==> config.mk <==
export PLATFORM = sky130hd
export DESIGN_NAME = piece_mover
export DESIGN_NICKNAME = d
export VERILOG_FILES = /design/src/rtl/piece_mover.sv
export SDC_FILE = /design/constraint.sdc
export NUM_CORES = 1
export LEC_CHECK = 0
export ABC_CLOCK_PERIOD_IN_PS = 3000
export CORE_MARGIN = 5
export CORE_UTILIZATION = 35
export CTS_CLUSTER_SIZE = 10
export DETAILED_ROUTE_END_ITERATION = 6
export PLACE_DENSITY = 0.66
export SYNTH_ARGS = -nofsm -noshare
export SYNTH_HDL_FRONTEND = slang
export SYNTH_SLANG_ARGS = --single-unit
==> constraint.sdc <==
create_clock -name Clk -period 3 [get_ports Clk]
set_input_delay 0.6 -clock Clk [delete_from_list [all_inputs] [get_ports Clk]]
set_output_delay 0.6 -clock Clk [all_outputs]
set_load 0.02 [all_outputs]
==> src/rtl/piece_mover.sv <==
// piece_mover: holds the falling piece and commits moves
// only after a 16-cycle cell-by-cell collision scan.
module piece_mover #(
  parameter int BOARD_W = 10,
  parameter int BOARD_H = 20,
  parameter int SPAWN_X = 3
) (
  input  logic              Clk,
  input  logic              Reset,
  input  logic              cmd_spawn,
  input  logic              cmd_left,
  input  logic              cmd_right,
  input  logic              cmd_down,
  input  logic              cmd_rot,
  input  logic [2:0]        spawn_type,
  output logic [2:0]        cand_type,
  output logic [1:0]        cand_rot,
  input  logic [3:0][3:0]   cand_mask,
  output logic [4:0]        q_row,
  output logic [3:0]        q_col,
  input  logic              q_occ,
  output logic [2:0]        piece_type,
  output logic [1:0]        piece_rot,
  output logic signed [5:0] piece_x,
  output logic signed [5:0] piece_y,
  output logic              piece_valid,
  output logic              busy,
  output logic              done,
  output logic              accepted,
  output logic              lock,
  output logic              game_over
);

  typedef enum logic [1:0] {
    IDLE, CHECK, RESOLVE
  } state_t;

  typedef enum logic [1:0] {
    OP_SPAWN, OP_DOWN, OP_MOVE
  } op_t;

  localparam logic signed [5:0] W6 = 6'(BOARD_W);
  localparam logic signed [5:0] H6 = 6'(BOARD_H);
  localparam logic signed [5:0] SX = 6'(SPAWN_X);

  state_t            state_q, state_d;
  op_t               op_q, op_d;
  logic [3:0]        k_q, k_d;
  logic              coll_q, coll_d;
  logic [2:0]        ctype_q, ctype_d;
  logic [1:0]        crot_q, crot_d;
  logic signed [5:0] cx_q, cx_d;
  logic signed [5:0] cy_q, cy_d;
  logic [2:0]        ptype_q, ptype_d;
  logic [1:0]        prot_q, prot_d;
  logic signed [5:0] px_q, px_d;
  logic signed [5:0] py_q, py_d;
  logic              pval_q, pval_d;

  logic [1:0]        r, c;
  logic signed [5:0] row, col;
  logic              mbit, oob, hit;
  logic [1:0]        rot_nx;
  logic              s_spawn, s_down, s_rot;
  logic              s_left, s_right;

  // Next rotation wraps at 1, 2 or 4 states by shape
  always_comb begin
    rot_nx = prot_q + 2'd1;
    unique case (ptype_q)
      3'd1:                rot_nx = 2'd0;
      3'd0, 3'd5, 3'd6:    rot_nx = {1'b0, ~prot_q[0]};
      default:             rot_nx = prot_q + 2'd1;
    endcase
  end

  // Current cell of the scan and its collision test
  always_comb begin
    r    = k_q[3:2];
    c    = k_q[1:0];
    row  = cy_q + $signed({4'b0, r});
    col  = cx_q + $signed({4'b0, c});
    mbit = cand_mask[r][2'd3 - c];
    oob  = (col < 6'sd0) || (col >= W6) ||
           (row < 6'sd0) || (row >= H6);
    hit  = mbit && (oob || q_occ);
  end

  // Command priority, non-spawn needs a live piece
  always_comb begin
    s_spawn = cmd_spawn;
    s_down  = !cmd_spawn && pval_q && cmd_down;
    s_rot   = !cmd_spawn && pval_q && !cmd_down
              && cmd_rot;
    s_left  = !cmd_spawn && pval_q && !cmd_down
              && !cmd_rot && cmd_left;
    s_right = !cmd_spawn && pval_q && !cmd_down
              && !cmd_rot && !cmd_left && cmd_right;
  end

  // Next-state logic for the scan FSM and piece state
  always_comb begin
    state_d = state_q;
    op_d    = op_q;
    k_d     = k_q;
    coll_d  = coll_q;
    ctype_d = ctype_q;
    crot_d  = crot_q;
    cx_d    = cx_q;
    cy_d    = cy_q;
    ptype_d = ptype_q;
    prot_d  = prot_q;
    px_d    = px_q;
    py_d    = py_q;
    pval_d  = pval_q;
    unique case (state_q)
      IDLE: begin
        if (s_spawn || s_down || s_rot ||
            s_left || s_right) begin
          state_d = CHECK;
          k_d     = 4'd0;
          coll_d  = 1'b0;
          op_d    = OP_MOVE;
          ctype_d = ptype_q;
          crot_d  = prot_q;
          cx_d    = px_q;
          cy_d    = py_q;
        end
        unique case (1'b1)
          s_spawn: begin
            op_d    = OP_SPAWN;
            ctype_d = (spawn_type == 3'd7) ?
                      3'd0 : spawn_type;
            crot_d  = 2'd0;
            cx_d    = SX;
            cy_d    = 6'sd0;
          end
          s_down: begin
            op_d = OP_DOWN;
            cy_d = py_q + 6'sd1;
          end
          s_rot:   crot_d = rot_nx;
          s_left:  cx_d = px_q - 6'sd1;
          s_right: cx_d = px_q + 6'sd1;
          default: ;
        endcase
      end
      CHECK: begin
        coll_d = coll_q || hit;
        k_d    = k_q + 4'd1;
        if (k_q == 4'd15) state_d = RESOLVE;
      end
      RESOLVE: begin
        state_d = IDLE;
        if (!coll_q) begin
          ptype_d = ctype_q;
          prot_d  = crot_q;
          px_d    = cx_q;
          py_d    = cy_q;
          if (op_q == OP_SPAWN) pval_d = 1'b1;
        end else if (op_q == OP_SPAWN) begin
          pval_d = 1'b0;
        end
      end
      default: state_d = IDLE;
    endcase
  end

  // State registers with synchronous reset
  always_ff @(posedge Clk) begin
    if (Reset) begin
      state_q <= IDLE;
      op_q    <= OP_SPAWN;
      k_q     <= '0;
      coll_q  <= 1'b0;
      ctype_q <= '0;
      crot_q  <= '0;
      cx_q    <= '0;
      cy_q    <= '0;
      ptype_q <= '0;
      prot_q  <= '0;
      px_q    <= '0;
      py_q    <= '0;
      pval_q  <= 1'b0;
    end else begin
      state_q <= state_d;
      op_q    <= op_d;
      k_q     <= k_d;
      coll_q  <= coll_d;
      ctype_q <= ctype_d;
      crot_q  <= crot_d;
      cx_q    <= cx_d;
      cy_q    <= cy_d;
      ptype_q <= ptype_d;
      prot_q  <= prot_d;
      px_q    <= px_d;
      py_q    <= py_d;
      pval_q  <= pval_d;
    end
  end

  // Outputs decoded from registered state
  always_comb begin
    cand_type   = ctype_q;
    cand_rot    = crot_q;
    q_row       = (state_q == CHECK) ? row[4:0] : 5'd0;
    q_col       = (state_q == CHECK) ? col[3:0] : 4'd0;
    piece_type  = ptype_q;
    piece_rot   = prot_q;
    piece_x     = px_q;
    piece_y     = py_q;
    piece_valid = pval_q;
    busy        = (state_q != IDLE);
    done        = (state_q == RESOLVE);
    accepted    = done && !coll_q;
    lock        = done && coll_q && (op_q == OP_DOWN);
    game_over   = done && coll_q && (op_q == OP_SPAWN);
  end

endmodule

==> run_results.csv, run 1 <==
group,metric,value,unit
status,status,"finished clean",
die,ios,64,
setup_path,cp.required,2.40,ns
logic_synthesis,synthTopCellsByArea,"dfxtp_1, nand2_1, a21oi_1",
clock_tree,cts.clk_slew.worst_paths,0.09,ns
logic_synthesis,synth_top_area_cell,"dfxtp_1",
setup_path,cp_num_buf_inv,1,
place,hpwl,5401,um
global_routing,track_usage,15.78,%
timing,rsz0062_at_grt,"no",
die,die_area,9249,um^2
finish,final_area,3500,um^2
die,core_area,7253,um^2
drt,wire_per_inst,14.05,um
finish,layout-drive-gt1-share,8.838,%
setup_path,critPathTopFamily,"adder cells",
drt,routed_wirelength,6953,um
place,dp.cells,487,
logic_synthesis,async_flop_share,0,%
logic_synthesis,netlist.area_leader.share,33.90,%
setup_path,critPathKind,"reg2out",
timing,hold_ws,0.4814,ns
finish,antenna_cells,0,
power,p_per_area,351.5,nW/um^2
timing,max_clock_freq,352.5,MHz
logic_synthesis,yosys_most_used_dff,"dfxtp_1",
die,row_count,31,
logic_synthesis,yosysSeqAreaShare,33.90,%
finish,nFillCells,725,
logic_synthesis,avgSynthCellArea,7.851,um^2
global_routing,grt_pass1_vias,2475,
global_routing,grt_pass1_wl,11560,um
logic_synthesis,synth_seq_cells,44,
timing,post-route-min-period,2.837,ns
clock_tree,clock-sinks,44,
setup_path,crit_chain,"ha_1 -> fa_1 -> nand3_1 -> xor2_1 -> nor2_1 -> clkdlybuf4s50_1",
finish,fin_nets,435,
clock_tree,cts-root-buf,"clkbuf_8",
global_routing,overflow,0,
die,die_w,96.17,um
finish,syn2layout_area_growth,34.67,%
logic_synthesis,yosys_warnings,0,
timing,hold_violations,0,
global_routing,antenna_found_initial,0,
timing,fin_skew,0.007090,ns
drt,dr.pass1.iters,4,
setup_path,cp_slowest_cell,"clkdlybuf4s50_1",
setup_path,start_kind,"flop",
flow_run,maxCapViolations,0,
timing,fin_crit_sh,94.57,%
timing,drv_slew,0,
drt,num_vias,2533,
setup_path,critical_path_arrival,2.24,ns
drt,ant_nets,0,
timing,tightest_slew,0.6041,ns
clock_tree,cts_buffer_depth,2,
place,portBuffers,63,
logic_synthesis,syn_inst,331,
die,start_util,35.83,%
setup_path,endpoint_kind,"output pin",
hold_path,hp-class,"reg2reg",
clock_tree,htreeDepth,2,
clock_tree,worstSkewPairLatency,0.29,ns
timing,relSlewSlack,59.58,%
power,power_leakage,0.001293,uW
clock_tree,cts_tree,"yes",
logic_synthesis,synth_edf_count,0,
global_routing,grt_start_max_net_pins,27,
logic_synthesis,syn_nets,371,
clock_tree,cts_buffers,5,
drt,drtIter0Drc,118,
place,gp_congestion,0.8646,
die,die_h,96.17,um
setup_path,worst-path-max-fanout,5,
place,placed_area,3373,um^2
timing,tns,0,ns
timing,finalSetupViolCount,0,
finish,finalNonFillerCells,495,
logic_synthesis,syn-cell-area,2599,um^2
drt,vias_per_cell,5.117,
power,ir_drop,182.8,uV
logic_synthesis,synth.distinct_cells,47,
setup_path,max_stage_delay,0.62,ns
drt,drc,0,
## placed cells by master, fill, tap and decap left out, drive strengths merged, types with 5 or more instances in the layout
cell type,instances
dfxtp,44
clkdlybuf4s50,63
nor2b,5
xor2,8
clkbuf,6
nor2,39
and2,5
ha,10
a22oi,6
xnor2,8
o21ai,7
nor3,23
inv,10
nand3,7
a21oi,34
a21o,5
nand2,50
buf,16
nand4,5
## synth_stat cells (6+ instances only)
cell type / count
a21oi_1: 33
a22oi_1: 6
clkbuf_1: 14
dfxtp_1: 44
ha_1: 10
inv_1: 10
nand2_1: 50
nand3_1: 7
nor2_1: 39
nor3_1: 23
o21ai_0: 6
xnor2_1: 8
xor2_1: 8
## metal layers
layer,vias to the layer above,part of all wire [%],track usage [%]
met5,-,0,0
met4,0,1.2,3.318
met3,8,5.3,3.518
met2,61,51,27.83
met1,1188,42,19.56
li1,1276,-,-
## report_power, final
group / total [uW] / switching, uW / internal (uW)
registers: 603 / 10.1 / 593
logic: 142 / 71.4 / 70.5
clock network: 485 / 212 / 273
total: 1230 / 294 / 936
## worst paths after layout
kind                      from       endpoint  slack [ns]  cells past startpoint
setup / recovery       cy_q[0]       q_row[4]        0.16                      6
hold / removal    cand_type[0]  piece_type[0]        0.48                      2
setup reg to reg   piece_valid        cx_q[5]        0.62                      9
hold reg to reg   cand_type[0]  piece_type[0]        0.48                      2
## through the flow
| step | total power, uW | util (%) | worst slack (ns) |
|---|---|---|---|
| CTS | 1238 | 48.18 | 0.1280 |
| detailed placement | 759.5 | 46.51 | -0.1654 |
| floorplan | 687.9 | - | 0.4577 |
| finish | 1230 | 48.25 | 0.1629 |
| global route | 1281 | 48.25 | 0.007548 |
| global placement | 757.0 | 46.51 | -0.05901 |
## sequential cells by signal, summed over array words and instances, names as in the netlist
signal,count
cy_q,6
piece_rot,2
cand_rot,2
piece_y,6
piece_x,6
cx_q,6
k_q,4
coll_q,1
piece_valid,1
piece_type,3
state_q,2
cand_type,3
op_q,2
## timing repair
item                       CTS  global route
resized for setup            0             1
hold buffers                 0             0
setup endpoints to repair    0             1
buffers inserted             0             0
## worst register-to-register path, cell delays in order (launching register included)
cell and delay [ns]:
dfxtp_1 0.36, nor3b_2 0.24, nand3_1 0.19, ha_1 0.34, a211oi_1 0.25, o21ai_0 0.12
a21oi_1 0.18, xnor2_1 0.11, o21a_1 0.18, a311o_1 0.30
## layout make-up
cell class	count	area, um^2	area share [%]
multi-input combinational	254	1582	45.19
inverter	11	41.29	1.180
clock inverter	2	38.79	1.108
timing repair buffer	79	750.7	21.45
tap	99	123.9	3.540
clock buffer	6	82.58	2.360
sequential	44	880.8	25.17
## cells by family after synthesis
| kind of cell | after synthesis | share of synthesized area, % |
|---|---|---|
| buffers and inverters | 33 | 5.440 |
| multiplexers | 9 | 5.489 |
| adder cells (fa/ha/maj) | 13 | 7.126 |
| XOR/XNOR | 16 | 5.393 |
| flip-flops | 44 | 33.89 |
| AND/OR/NAND/NOR | 148 | 26.24 |
| AO/OA/AOI/OAI | 68 | 16.42 |
(Power assumes the default switching activity.)
==> run 2: changes to the inputs <==
--- a/config.mk
+++ b/config.mk
@@ -6,11 +6,14 @@
 export NUM_CORES = 1
 export LEC_CHECK = 0
 export ABC_CLOCK_PERIOD_IN_PS = 3000
+export CELL_PAD_IN_SITES_DETAIL_PLACEMENT = 0
+export CELL_PAD_IN_SITES_GLOBAL_PLACEMENT = 1
 export CORE_MARGIN = 5
 export CORE_UTILIZATION = 35
 export CTS_CLUSTER_SIZE = 10
 export DETAILED_ROUTE_END_ITERATION = 6
-export PLACE_DENSITY = 0.66
+export PLACE_DENSITY = 0.84
+export REMOVE_ABC_BUFFERS = 1
 export SYNTH_ARGS = -nofsm -noshare
 export SYNTH_HDL_FRONTEND = slang
 export SYNTH_SLANG_ARGS = --single-unit
==> run 2 against run 1 <==
Effect of this change: via count decreased by 0.59%; sequential cell count unchanged; total power decreased by 0.23%; utilization unchanged; critical path depth unchanged; hold slack about the same; die area unchanged; final area unchanged; highest routed layer unchanged; sequential share of layout area unchanged; register-to-register slack improved by 0.05 ns; sequential power about the same; final cell count unchanged.
==> run_results.csv, run 2 (synthesized netlist as in run 1, its figures left out) <==
group,metric,value,unit
flow_run,maxCapViolations,0,
clock_tree,worstSkewPairLatency,0.29,ns
setup_path,endpoint_kind,"output pin",
timing,tns,0,ns
global_routing,grt_pass1_vias,2478,
place,hpwl,5289,um
timing,max_clock_freq,352.8,MHz
clock_tree,htreeDepth,2,
clock_tree,cts_buffer_depth,2,
finish,nFillCells,742,
clock_tree,cts.clk_slew.worst_paths,0.09,ns
power,swShare,23.74,%
power,internal_power,936.0,uW
power,p_per_area,350.7,nW/um^2
clock_tree,cts_tree,"yes",
die,row_count,31,
die,die_w,96.17,um
place,dp.cells,487,
finish,final_cell_mix,"clkdlybuf4s50_1, nand2_1, dfxtp_1, nor2_1, a21oi_1",
timing,tightest_slew,0.5798,ns
drt,drc,0,
die,ios,64,
finish,fin_nets,435,
global_routing,overflow,0,
die,die_area,9249,um^2
global_routing,track_usage,15.90,%
clock_tree,cts-root-buf,"clkbuf_8",
timing,fin_crit_sh,94.49,%
timing,relSlewSlack,61.20,%
drt,wire_per_inst,14.42,um
drt,routed_wirelength,7140,um
place,portBuffers,63,
power,power_frac_comb,11.6,%
setup_path,max_stage_delay,0.54,ns
setup_path,worst-path-max-fanout,5,
power,ir_drop,197.2,uV
power,power.share.clock,39.2,%
setup_path,reg2reg_slack,0.67,ns
hold_path,hp-class,"reg2reg",
power,power_leakage,0.001294,uW
timing,post-route-min-period,2.835,ns
power,p_switching,291.3,uW
timing,hold_violations,0,
finish,multi_input_area,1582,um^2
setup_path,critPathTopFamily,"adder cells",
setup_path,cp.required,2.40,ns
setup_path,crit_chain,"ha_1 -> fa_1 -> nand3_1 -> xor2_1 -> nor2_1 -> clkdlybuf4s50_1",
setup_path,critPathKind,"reg2out",
die,start_util,35.83,%
timing,finalSetupViolCount,0,
drt,ant_nets,0,
setup_path,start_kind,"flop",
clock_tree,cts_hold_buffers,0,
drt,drtIter0Drc,70,
status,status,"finished clean",
setup_path,critical_path_arrival,2.23,ns
drt,num_vias,2518,
global_routing,grt_start_max_net_pins,29,
clock_tree,cts_buffers,5,
timing,drv_slew,0,
die,die_h,96.17,um
die,core_area,7253,um^2
timing,rsz0062_at_grt,"no",
finish,layout-drive-gt1-share,8.838,%
clock_tree,clock-sinks,44,
drt,vias_per_cell,5.087,
finish,seq_area,880.8,um^2
place,gp_congestion,0.8794,
timing,fin_skew,0.004299,ns
setup_path,cp_num_buf_inv,1,
finish,finalNonFillerCells,495,
power,power,1227,uW
finish,antenna_cells,0,
global_routing,grt_pass1_wl,11620,um
setup_path,cp_slowest_cell,"clkdlybuf4s50_1",
drt,dr.pass1.iters,4,
finish,syn2layout_area_growth,34.67,%
power,seqPwrFrac,49.2,%
global_routing,antenna_found_initial,0,
finish,layout_commonest_cell,"clkdlybuf4s50_1",
run 2: cell counts in the layout (fill, tap and decap cells not counted):
No cell type changed its count.
run 2: what timing repair did:
action                                  in CTS  in global routing
endpoints found under the setup margin       0                  1
setup buffers                                0                  0
resized for setup                            0                  1
run 2: final timing paths:
check,startpoint,end,cells past startpoint
worst max-delay path,cy_q[0],q_row[4],6
worst min-delay path,cand_rot[0],piece_rot[0],2
worst max register to register,piece_valid,cx_q[5],9
worst min register to register,cand_rot[0],piece_rot[0],2
run 2: metal layers:
metal  wire length (um)  global-route usage [%]  up-vias
li1                   -                       -     1279
met1               3262                   20.17     1150
met2               3186                   25.99       78
met3                597                   4.769       11
met4                 93                   4.502        0
met5                  0                       0        -
run 2: metrics by stage:
stage                     cell area [um^2]  hold WS, ns  setup WS (ns)  utilization [%]
final                                 3500       0.4818         0.1654            48.25
after global routing                  3500       0.5016        0.02212            48.25
after CTS                             3495       0.4805         0.1597            48.18
after detailed placement              3373       0.4645        -0.1427            46.51
after global placement                3373       0.4620       -0.09013            46.51
after floorplan                       2499       0.4429         0.4577                -
run 2: worst register-to-register path: stages, from the launching register on:
cell,delay [ns]
dfxtp_1,0.35
nor3b_2,0.22
nand3_1,0.21
ha_1,0.35
a211oi_1,0.23
o21ai_0,0.12
a21oi_1,0.18
xnor2_1,0.10
o21a_1,0.17
a311o_1,0.30
run 2: cell type report:
| type | count | share of cell area [%] |
|---|---|---|
| clock buffer | 6 | 2.360 |
| timing repair buffer | 79 | 21.45 |
| sequential | 44 | 25.17 |
| clock inverter | 2 | 1.108 |
| multi-input combinational | 254 | 45.19 |
| tap | 99 | 3.540 |
| inverter | 11 | 1.180 |
run 2: power by group through the flow:
stage / combinational [uW] / clock (uW) / sequential [uW]
CTS: 143 / 494 / 603
global route: 157 / 515 / 605
detailed placement: 142 / 0 / 617
global placement: 141 / 0 / 617
finish: 143 / 481 / 603
floorplan: 51.9 / 0 / 619
==> run 3: changes to the inputs <==
==> constraint.sdc (replaced) <==
create_clock -name Clk -period 3 [get_ports Clk]
set_input_delay 0.45 -clock Clk [delete_from_list [all_inputs] [get_ports Clk]]
set_output_delay 0.45 -clock Clk [all_outputs]
set_load 0.02 [all_outputs]
==> run 3 against run 2 <==
Effect of this change: clock power is 18% lower; global-route usage is essentially flat; final area fell by 1.7%; critical endpoint is now cx_q[5]; total power decreased by 7.0%; hold slack barely moved; sequential cell count unchanged; setup slack better by 0.054 ns; via count fell by 0.71%; largest power group unchanged; critical path type is now in2reg.
==> run_results.csv, run 3 (synthesized netlist as in run 1, its figures left out) <==
group,metric,value,unit
setup_path,start_kind,"input pin",
drt,routed-wl-met2,3116,um
timing,tightest_slew,0.7214,ns
setup_path,critical_path_arrival,2.97,ns
timing,relSlewSlack,51.75,%
clock_tree,cts_tree,"yes",
die,die_area,9249,um^2
drt,routed_wirelength,6970,um
finish,antenna_cells,0,
drt,drc,0,
finish,finalNonFillerCells,491,
clock_tree,htreeDepth,2,
clock_tree,cts.clk_slew.worst_paths,0.08,ns
power,power,1141,uW
drt,num_vias,2500,
die,ios,64,
die,core_area,7253,um^2
timing,fin_skew,0.008047,ns
drt,vias_per_cell,5.092,
power,swShare,25.54,%
clock_tree,cts_hold_buffers,0,
finish,layout-drive-gt1-share,7.653,%
drt,dr.max_layer_used,"met4",
setup_path,cp.required,3.19,ns
hold_path,hp-class,"reg2reg",
drt,dr.pass1.iters,4,
timing,tns,0,ns
power,internal_power,849.5,uW
finish,nFillCells,742,
setup_path,worst-path-max-fanout,5,
clock_tree,cts-root-buf,"clkbuf_8",
power,power_frac_comb,12.4,%
global_routing,grt_pass1_vias,2400,
place,portBuffers,63,
finish,layout_commonest_cell,"clkdlybuf4s50_1",
power,p_switching,291.4,uW
clock_tree,cts_buffer_depth,2,
die,die_w,96.17,um
global_routing,antenna_found_initial,0,
finish,final_util,47.44,%
place,dp.cells,483,
die,die_h,96.17,um
clock_tree,worstSkewPairLatency,0.30,ns
global_routing,grt_start_max_net_pins,29,
place,pre_cts_ws,-0.04306,ns
drt,wl_met1,3251,um
drt,ant_nets,0,
place,hpwl,5235,um
power,seqPwrFrac,52.9,%
power,p_per_area,331.6,nW/um^2
status,status,"finished clean",
setup_path,endpoint_kind,"flop",
setup_path,critPathKind,"in2reg",
finish,fin_nets,431,
timing,drv_slew,0,
drt,wl_met3,547,um
timing,worst_slack,0.2191,ns
timing,max_clock_freq,359.6,MHz
timing,hold_violations,0,
die,start_util,35.83,%
finish,final_cell_mix,"clkdlybuf4s50_1, nand2_1, dfxtp_1, nor2_1, a21oi_1",
timing,post-route-min-period,2.781,ns
drt,drtIter0Drc,79,
timing,fin_crit_sh,92.70,%
power,ir_drop,159.7,uV
flow_run,maxCapViolations,0,
global_routing,grt_pass1_wl,11590,um
clock_tree,cts-resized-gates,0,
power,power_leakage,0.001256,uW
die,row_count,31,
clock_tree,cts_buffers,5,
finish,syn2layout_area_growth,32.40,%
global_routing,overflow,0,
timing,finalSetupViolCount,0,
place,gp_congestion,0.8791,
drt,wire_per_inst,14.20,um
clock_tree,clock-sinks,44,
power,power.share.clock,34.6,%
global_routing,track_usage,15.86,%
timing,rsz0062_at_grt,"no",
clock_tree,post_cts_buffers,0,
## run 3: cell count changes in the layout (fill, tap and decap cells not counted), sizes merged
cell and delta:
buf -4, bufinv -1, clkinv -1, clkinvlp +2
## run 3: power by group through the flow
stage	logic [uW]	registers (uW)	clock network (uW)
3_5_place_dp	142	617	0
5_1_grt	156	606	431
4_1_cts	143	604	406
3_3_place_gp	140	617	0
6_report	142	604	395
2_1_floorplan	51.9	619	0
## run 3: area by class of cell
cell class	count	area, um^2	share of cell area (%)
inverter	11	41.29	1.200
clock inverter	2	15.01	0.4364
clock buffer	6	82.58	2.400
multi-input combinational	254	1577	45.82
tap	99	123.9	3.600
timing repair buffer	75	720.7	20.95
sequential	44	880.8	25.60
## run 3: stage by stage
| stage | instance area [um^2] | hold WS (ns) |
|---|---|---|
| after floorplan | 2499 | 0.4429 |
| after global placement | 3343 | 0.4620 |
| after detailed placement | 3343 | 0.4652 |
| after CTS | 3441 | 0.4817 |
| after global routing | 3441 | 0.5098 |
| final | 3441 | 0.4815 |
## run 3: worst max-delay path, cell delays in order
cell	delay, ns
clkdlybuf4s50_1	0.42
nor3b_1	0.33
nand3_1	0.26
ha_1	0.37
a211oi_1	0.26
o21ai_0	0.13
a21oi_1	0.18
xnor2_1	0.10
o21a_1	0.17
a311o_1	0.30
## run 3: path summary, 6_finish.rpt
check / start / endpoint / slack, ns / cells past startpoint
worst max-delay path: cmd_down / cx_q[5] / 0.22 / 10
worst min-delay path: cand_rot[1] / piece_rot[1] / 0.48 / 2
worst max register to register: piece_valid / cx_q[5] / 0.46 / 9
worst min register to register: cand_rot[1] / piece_rot[1] / 0.48 / 2
## run 3: routing by layer
metal  GRT usage, %  vias to the layer above
met2          25.30                       68
met1          21.27                     1152
met3          4.535                        8
met5              0                        -
met4          3.318                        0
li1               -                     1272
